--- config.mk ---
export PLATFORM = sky130hd
export DESIGN_NAME = program_sequencer
export DESIGN_NICKNAME = d
export VERILOG_FILES = /design/src/rtl/program_sequencer_pkg.sv /design/src/rtl/program_sequencer.sv
export SDC_FILE = /design/constraint.sdc
export NUM_CORES = 1
export LEC_CHECK = 0
export CAP_MARGIN = 5
export CELL_PAD_IN_SITES_DETAIL_PLACEMENT = 0
export CELL_PAD_IN_SITES_GLOBAL_PLACEMENT = 1
export CORE_MARGIN = 4
export CORE_UTILIZATION = 35
export CTS_BUF_LIST = sky130_fd_sc_hd__clkbuf_16
export CTS_CLUSTER_DIAMETER = 200
export DETAILED_ROUTE_END_ITERATION = 7
export GPL_TIMING_DRIVEN = 0
export PLACE_DENSITY = 0.85
export SYNTH_ARGS = -nofsm -noshare
export SYNTH_HDL_FRONTEND = slang
export SYNTH_SLANG_ARGS = --single-unit
--- constraint.sdc ---
create_clock -name clk -period 1.8 [get_ports clk]
set_input_delay 0.45 -clock clk [delete_from_list [all_inputs] [get_ports clk]]
set_output_delay 0.45 -clock clk [all_outputs]
set_load 0.02 [all_outputs]
--- src/rtl/program_sequencer_pkg.sv ---
// Shared opcode map and sequencer state encoding for the 8-bit processor.
// The ALU controller imports the same package.
package program_sequencer_pkg;

    localparam logic [3:0] OpAdd = 4'h0;
    localparam logic [3:0] OpSub = 4'h1;
    localparam logic [3:0] OpAnd = 4'h2;
    localparam logic [3:0] OpOr  = 4'h3;
    localparam logic [3:0] OpXor = 4'h4;
    localparam logic [3:0] OpNot = 4'h5;
    localparam logic [3:0] OpInc = 4'h6;
    localparam logic [3:0] OpShl = 4'h7;
    localparam logic [3:0] OpShr = 4'h8;
    localparam logic [3:0] OpJmp = 4'h9;
    localparam logic [3:0] OpJz  = 4'hA;
    localparam logic [3:0] OpHlt = 4'hF;

    typedef enum logic [2:0] {
        StIdle,
        StFetch,
        StDecode,
        StIssue,
        StWait,
        StFetchAddr,
        StHalt
    } seq_state_e;

    function automatic logic is_alu_op(input logic [3:0] opc);
        return opc <= OpShr;
    endfunction

endpackage

--- src/rtl/program_sequencer.sv ---
// Fetch/decode/issue sequencer: fetches instruction bytes over req/ack, resolves
// JMP/JZ/HLT locally and hands ALU opcodes to the controller as a one-cycle strobe.
module program_sequencer
    import program_sequencer_pkg::*;
#(
    parameter int unsigned ADDR_W      = 8,
    parameter int unsigned EXEC_CYCLES = 3,
    parameter int unsigned RESET_PC    = 0
) (
    input  logic              clk,
    input  logic              reset,
    input  logic              start,
    output logic              mem_req,
    output logic [ADDR_W-1:0] mem_addr,
    input  logic              mem_ack,
    input  logic [7:0]        mem_rdata,
    input  logic              zero_flag,
    output logic [3:0]        opcode,
    output logic              op,
    output logic [3:0]        operand,
    output logic [ADDR_W-1:0] pc,
    output logic              busy,
    output logic              halted,
    output logic              illegal
);

    localparam int unsigned CntW = (EXEC_CYCLES > 2) ? $clog2(EXEC_CYCLES) : 1;

    seq_state_e        state_q, state_d;
    logic [ADDR_W-1:0] pc_q, pc_d;
    logic [7:0]        ir_q, ir_d;
    logic [CntW-1:0]   cnt_q, cnt_d;
    logic [3:0]        opcode_q, opcode_d;
    logic [3:0]        operand_q, operand_d;
    logic [3:0]        ir_opc;

    assign ir_opc = ir_q[7:4];

    always_ff @(posedge clk) begin
        if (!reset) begin
            state_q   <= StIdle;
            pc_q      <= ADDR_W'(RESET_PC);
            ir_q      <= '0;
            cnt_q     <= '0;
            opcode_q  <= '0;
            operand_q <= '0;
        end else begin
            state_q   <= state_d;
            pc_q      <= pc_d;
            ir_q      <= ir_d;
            cnt_q     <= cnt_d;
            opcode_q  <= opcode_d;
            operand_q <= operand_d;
        end
    end

    always_comb begin
        state_d   = state_q;
        pc_d      = pc_q;
        ir_d      = ir_q;
        cnt_d     = cnt_q;
        opcode_d  = opcode_q;
        operand_d = operand_q;
        mem_req   = 1'b0;
        op        = 1'b0;
        illegal   = 1'b0;

        unique case (state_q)
            StIdle: begin
                if (start) state_d = StFetch;
            end
            StFetch: begin
                mem_req = 1'b1;
                if (mem_ack) begin
                    ir_d    = mem_rdata;
                    pc_d    = pc_q + ADDR_W'(1);
                    state_d = StDecode;
                end
            end
            StDecode: begin
                if (is_alu_op(ir_opc)) begin
                    // Loaded here so the new value is visible exactly in the issue cycle.
                    opcode_d  = ir_opc;
                    operand_d = ir_q[3:0];
                    state_d   = StIssue;
                end else if (ir_opc == OpJmp || ir_opc == OpJz) begin
                    state_d = StFetchAddr;
                end else if (ir_opc == OpHlt) begin
                    state_d = StHalt;
                end else begin
                    illegal = 1'b1;
                    state_d = StFetch;
                end
            end
            StIssue: begin
                op = 1'b1;
                if (EXEC_CYCLES == 1) begin
                    state_d = StFetch;
                end else begin
                    cnt_d   = CntW'(EXEC_CYCLES - 2);
                    state_d = StWait;
                end
            end
            StWait: begin
                if (cnt_q == '0) state_d = StFetch;
                else             cnt_d   = cnt_q - CntW'(1);
            end
            StFetchAddr: begin
                mem_req = 1'b1;
                if (mem_ack) begin
                    if (ir_opc == OpJmp || zero_flag) pc_d = ADDR_W'(mem_rdata);
                    else                              pc_d = pc_q + ADDR_W'(1);
                    state_d = StFetch;
                end
            end
            StHalt: begin
                state_d = StHalt;
            end
            default: begin
                state_d = StIdle;
            end
        endcase
    end

    assign mem_addr = mem_req ? pc_q : '0;
    assign opcode   = opcode_q;
    assign operand  = operand_q;
    assign pc       = pc_q;
    assign busy     = (state_q != StIdle) && (state_q != StHalt);
    assign halted   = (state_q == StHalt);

endmodule

==> impl_metrics.csv, run 1 <==
group,metric,value,unit
min_path,hold_path.class,"reg -> reg",
layout,layout-area-overhead-vs-synth,42.3,%
critical_path,cpPeakStageDelay,0.36,ns
yosys,synth_edf_count,0,
die,rows,24,
clocking,cts_root_buffer,"clkbuf_16",
yosys,synth-seq-cells,29,
sta,worst_pin_slew,0.497,ns
sta,setup_viol,0,
yosys,synth_top_area_share,36.2,%
run_status,outcome,"completed",
die,ioPinCount,42,
global_route,grt_max_degree,11,
yosys,synth_flop_cell,"dfxtp_1",
yosys,synth.most_common_cell,"dfxtp_1",
power_and_ir_drop,power,1740,uW
sta,skew,0.00680,ns
detailed_routing,routed-via-count,1580,
global_route,grt-busiest-layer,"met2",
critical_path,worstPathArrival,1.33,ns
die,die_y,75.7,um
global_route,grtUsageMet2,24.7,%
yosys,netlist_area,0.00160,mm2
detailed_routing,drt_first_pass_iters,4,
yosys,async_reset_ff_share,0,%
clocking,holdBufCountCts,0,
clocking,cts.sink_count,29,
placement,port_buffers,40,
layout,final_core_util,52.0,%
detailed_routing,vias_per_cell,5.32,
layout,n_antenna_cell,0,
critical_path,critPathLaunchType,"register",
sta,slew_violations,0,
clocking,clock_path_buffers,2,
sta,finalSetupTns,0,ns
sta,rsz0062_at_grt,"yes",
clocking,cts_buffers,5,
sta,slew_headroom,66.9,%
sta,fin_crit_sh,98.8,%
clocking,clk_pin_slew_worst_paths,0.05,ns
detailed_routing,wl,4290,um
placement,place_congestion,0.813,
critical_path,path_max_fanout,7,
yosys,ys_top_cells_by_area,"dfxtp_1 36%, mux2i_1 5.6%, nand2_1 4.7%",
critical_path,critPathRequiredTime,1.35,ns
clocking,cts_tree,"done",
global_route,grtUsageTotal,16.4,%
sta,max_freq,562,MHz
yosys,synth_nets,210,
global_route,overflow,0,
layout,drive_gt1_share,18.8,%
detailed_routing,ant_nets,0,
global_route,grt_pass1_wl,6970,um
yosys,synthTopCellsByCount,"29 x dfxtp_1, 20 x nand2_1, 18 x nor2_1, 13 x a21oi_1, 12 x o21ai_0",
die,die_area,0.00573,mm2
flow_run,max_cap_viol_count,0,
clocking,htree_levels,2,
die,core_region_area,0.00438,mm2
critical_path,path_cells,"nand2b_4 -> inv_4 -> buf_4 -> and2_1 -> buf_4",
power_and_ir_drop,p_per_area,763,mW/mm2
yosys,synth.distinct_cells,48,
detailed_routing,wl_per_cell,14.5,um
detailed_routing,drc,0,
global_route,met3_usage,3.56,%
global_route,grt_use_met1,21.9,%
yosys,yosysWarnings,0,
power_and_ir_drop,ir_drop,444,uV
clocking,clock_latency,0.28,ns
sta,hold_viol_final,0,
critical_path,path_common_cell,"buf_4",
yosys,avgSynthCellArea,8.22,um2
yosys,ys_seq_area_share,36.2,%
placement,hpwl,3080,um
sta,fin_crit,1.78,ns
layout,nets,259,
critical_path,end_kind,"output pin",
global_route,grt_pass1_vias,1458,
die,dieWidth,75.7,um
die,initial_utilization,36.6,%
yosys,syn_inst,195,
yosys,yosysTopAreaCell,"dfxtp_1",
critical_path,crit_type,"reg -> out",
critical_path,crit_slowest_cell,"dfxtp_2",
power_and_ir_drop,p_leak,0.000941,uW
detailed_routing,drt_iter0_markers,95,
global_route,antenna_found_initial,0,
sequential cells by signal (all words and copies together) (netlist names):
register,cells
state_q,3
ir_q,8
pc,8
cnt_q,2
operand,4
opcode,4
layout by cell type, fill, tap and decap left out, drive strengths merged, types with 4 or more instances in the layout:
| cell type | n |
|---|---|
| inv | 8 |
| o21ai | 15 |
| or3 | 4 |
| dlymetal6s2s | 4 |
| dfxtp | 29 |
| a31oi | 5 |
| buf | 12 |
| nor2 | 18 |
| clkdlybuf4s50 | 21 |
| a21oi | 13 |
| nand3 | 8 |
| mux2i | 9 |
| clkbuf | 12 |
| dlygate4sd2 | 5 |
| nand2 | 20 |
| and2 | 6 |
| clkdlybuf4s15 | 6 |
| nand2b | 4 |
| nand4 | 5 |
metal layers:
metal,up-vias,wire (um)
met5,-,0
met4,0,45
met3,4,317
met2,48,1950
met1,723,1980
li1,805,-
stage by stage:
step                      setup slack (ns)  hold slack (ns)  instance area (um2)  instances
after floorplan                      0.139            0.453                 1600        195
after global placement              -0.490            0.455                 2070        287
after detailed placement            -0.490            0.462                 2070        287
after CTS                          -0.0357            0.470                 2250        297
after global routing               -0.0231            0.478                 2280        297
final                               0.0215            0.465                 2280        297
final timing paths:
kind	from	to	slack, ns	cells past startpoint
worst max-delay path	state_q[1]$_SDFFE_PN0P_	mem_addr[0]	0.02	5
worst min-delay path	opcode[3]$_SDFFE_PN0P_	opcode[3]$_SDFFE_PN0P_	0.46	2
worst max register to register	ir_q[6]$_SDFFE_PN0P_	opcode[2]$_SDFFE_PN0P_	0.17	6
worst min register to register	opcode[3]$_SDFFE_PN0P_	opcode[3]$_SDFFE_PN0P_	0.46	2
report_power, final:
group / switching (uW) / internal, uW / leakage, uW / total, uW
Sequential: 21.2 / 665 / 0.000236 / 686
Combinational: 150 / 128 / 0.000636 / 278
Clock: 280 / 498 / 0.0000687 / 777
area by class of cell:
type,instances,area (um2)
buffer,13,104
inverter,8,32.5
fill,431,2100
timing repair buffer,42,412
multi-input combinational,145,943
sequential,29,587
clock buffer,5,125
clock inverter,3,12.5
tap,52,65.1
worst max-delay path: cells and delay by family (launching register included):
family / cells / cell delay, ns
flops: 1 / 0.36
buf+inv: 3 / 0.36
simple gates: 2 / 0.33
logic make-up (layout without fill, tap and decap cells):
logic type	Yosys count	count (layout)	share of synthesized area, %
AOI/OAI and AO/OA	51	51	21.5
xor gates and xnor gates	3	3	1.64
adders and majority gates	2	2	1.56
buffers and inverters	21	71	6.56
DFF	29	29	36.2
muxes	9	9	5.62
and+or+nand+nor	80	80	26.9
repair_timing:
action	in CTS	in global routing
setup endpoints to repair	17	20
pin swaps	1	1
resized for setup	49	20
setup buffers	2	0
No activity file was read; power rests on OpenSTA's default activity.
==> run 2: changes to the inputs <==
- CORE_UTILIZATION: 35 -> 38
- HOLD_SLACK_MARGIN: default -> 0.15
- PLACE_DENSITY: 0.85 -> 0.91
- clock period: 1.8 -> 2.25 ns (I/O delays scaled with it)
==> run 2 against run 1 <==
  * Non-clock buffer count fell by 2
  * Via count rose by 0.51%
  * Global-route usage increased by 0.17 points
  * Power fell by 19%
  * Cell count is 1.0% lower
  * Routed wire length down 2.7%
  * Setup slack improved by 0.064 ns
  * Cell area down 2.7%
  * Die area fell by 7.1%
  * First-iteration DRC count grew 9.5%
  * Critical endpoint is now mem_addr[2]
==> impl_metrics.csv, run 2 (same netlist as run 1, synthesis figures left out) <==
group,metric,value,unit
run_status,outcome,"completed",
clocking,cts_buffers,5,
critical_path,critPathLaunchType,"register",
critical_path,critPathRequiredTime,1.69,ns
clocking,clock_latency,0.28,ns
clocking,cts.sink_count,29,
detailed_routing,ant_nets,0,
critical_path,end_kind,"output pin",
critical_path,worstRegToRegCells,6,
min_path,hold_start,"opcode[3]$_SDFFE_PN0P_",
power_and_ir_drop,ir_drop,438,uV
layout,nets,258,
sta,worst_slack,0.0852,ns
sta,slew_violations,0,
die,initial_utilization,39.8,%
sta,worst_pin_slew,0.530,ns
detailed_routing,wl,4180,um
critical_path,r2r_end,"opcode[2]$_SDFFE_PN0P_",
clocking,htree_levels,2,
critical_path,worstPathArrival,1.60,ns
sta,fin_crit,2.16,ns
layout,layout-area-overhead-vs-synth,38.5,%
critical_path,crit_type,"reg -> out",
global_route,grtUsageTotal,16.5,%
die,die_area,0.00532,mm2
layout,design_area,0.00222,mm2
detailed_routing,drt_first_pass_iters,4,
sta,hold_viol_final,0,
sta,max_freq,462,MHz
power_and_ir_drop,p_leak,0.000879,uW
sta,rsz0062_at_grt,"no",
layout,final_core_util,55.1,%
detailed_routing,vias_per_cell,5.40,
placement,pre_cts_ws,-0.174,ns
die,die_y,72.9,um
clocking,clk_pin_slew_worst_paths,0.05,ns
die,core_region_area,0.00403,mm2
global_route,grt_pass1_wl,6670,um
placement,hpwl,3030,um
layout,layout_common_cells,"28 x dfxtp_1, 28 x clkdlybuf4s50_1, 20 x nand2_1",
sta,slew_headroom,64.7,%
detailed_routing,drt_iter0_markers,104,
sta,skew,0.00243,ns
detailed_routing,drc,0,
layout,n_antenna_cell,0,
placement,placed_area,0.00207,mm2
layout,num-fill-cells,406,
global_route,overflow,0,
detailed_routing,routed-via-count,1588,
min_path,min_to,"opcode[3]$_SDFFE_PN0P_",
clocking,clock_path_buffers,2,
min_path,hold_path.class,"reg -> reg",
global_route,grt_pass1_vias,1432,
die,rows,23,
power_and_ir_drop,p_per_area,633,mW/mm2
critical_path,worst-r2r-setup-slack,0.63,ns
detailed_routing,wl_per_cell,14.2,um
min_path,min_path_cells,2,
critical_path,regToRegStartpoint,"ir_q[6]$_SDFFE_PN0P_",
placement,port_buffers,40,
flow_run,max_cap_viol_count,0,
clocking,cts_root_buffer,"clkbuf_16",
die,ioPinCount,42,
global_route,antenna_found_initial,0,
global_route,grt_max_degree,12,
clocking,cts_tree,"done",
sta,setup_viol,0,
critical_path,path_max_fanout,6,
placement,place_congestion,0.780,
sta,fin_crit_sh,96.2,%
layout,drive_gt1_share,13.1,%
die,dieWidth,72.9,um
## run 2: cell count changes in the layout (fill, tap and decap cells not counted), sizes merged
cell	change
dlygate4sd2	+5
clkdlybuf4s15	-6
clkinv	-3
dlymetal6s2s	-3
clkinvlp	+4
buf	-5
clkdlybuf4s50	+7
## run 2: report_power, final
group          switching [uW]  internal [uW]
combinational             118           88.6
clock                     245            408
sequential               15.0            531
total                     378           1030
## run 2: repair_timing
action	4_1_cts	5_1_grt
pin swaps	0	0
endpoints found under the setup margin	10	3
buffers inserted	0	0
hold buffers	0	0
gates resized for setup	20	3
gates cloned	1	0
## run 2: worst max-delay path by stage
stage                             from     endpoint  slack, ns  cells past startpoint
6_report       state_q[1]$_SDFFE_PN0P_  mem_addr[2]       0.09                      3
4_1_cts        state_q[1]$_SDFFE_PN0P_      illegal      0.005                      5
3_3_place_gp   state_q[1]$_SDFFE_PN0P_      illegal      -0.16                      5
3_5_place_dp   state_q[1]$_SDFFE_PN0P_      illegal      -0.17                      5
5_1_grt        state_q[1]$_SDFFE_PN0P_  mem_addr[2]      0.002                      3
2_1_floorplan  state_q[1]$_SDFFE_PN0P_      illegal       0.48                      4
## run 2: critical path: stages, from the launching register on
cell and delay (ns):
dfxtp_1 0.33, nand2b_2 0.26, nor2_1 0.12, clkdlybuf4s50_1 0.61
## run 2: area by class of cell
type,instances,area (um2),area share [%]
clock buffers,5,125,5.64
plain buffers,13,82.6,3.72
multi-input cells,145,922,41.5
repair inverters,1,7.51,0.338
inverters,8,30.0,1.35
clock inverters,3,22.5,1.01
well taps,50,62.6,2.82
repair buffers,40,385,17.4
flip-flops and latches,29,582,26.2
## run 2: per-stage QoR
step / hold WS [ns] / TNS [ns] / power, uW / instances
2_1_floorplan: 0.453 / 0 / 682 / 195
3_3_place_gp: 0.455 / -0.177 / 760 / 285
3_5_place_dp: 0.462 / -0.200 / 761 / 285
4_1_cts: 0.469 / 0 / 1420 / 294
5_1_grt: 0.504 / 0 / 1470 / 294
6_report: 0.463 / 0 / 1410 / 294
## run 2: routing by layer
layer / GRT usage (%) / vias up / routed length [um]
li1: - / 799 / -
met1: 21.8 / 733 / 1910
met2: 24.5 / 48 / 1870
met3: 5.37 / 8 / 318
met4: 7.17 / 0 / 72
met5: 0 / - / 0
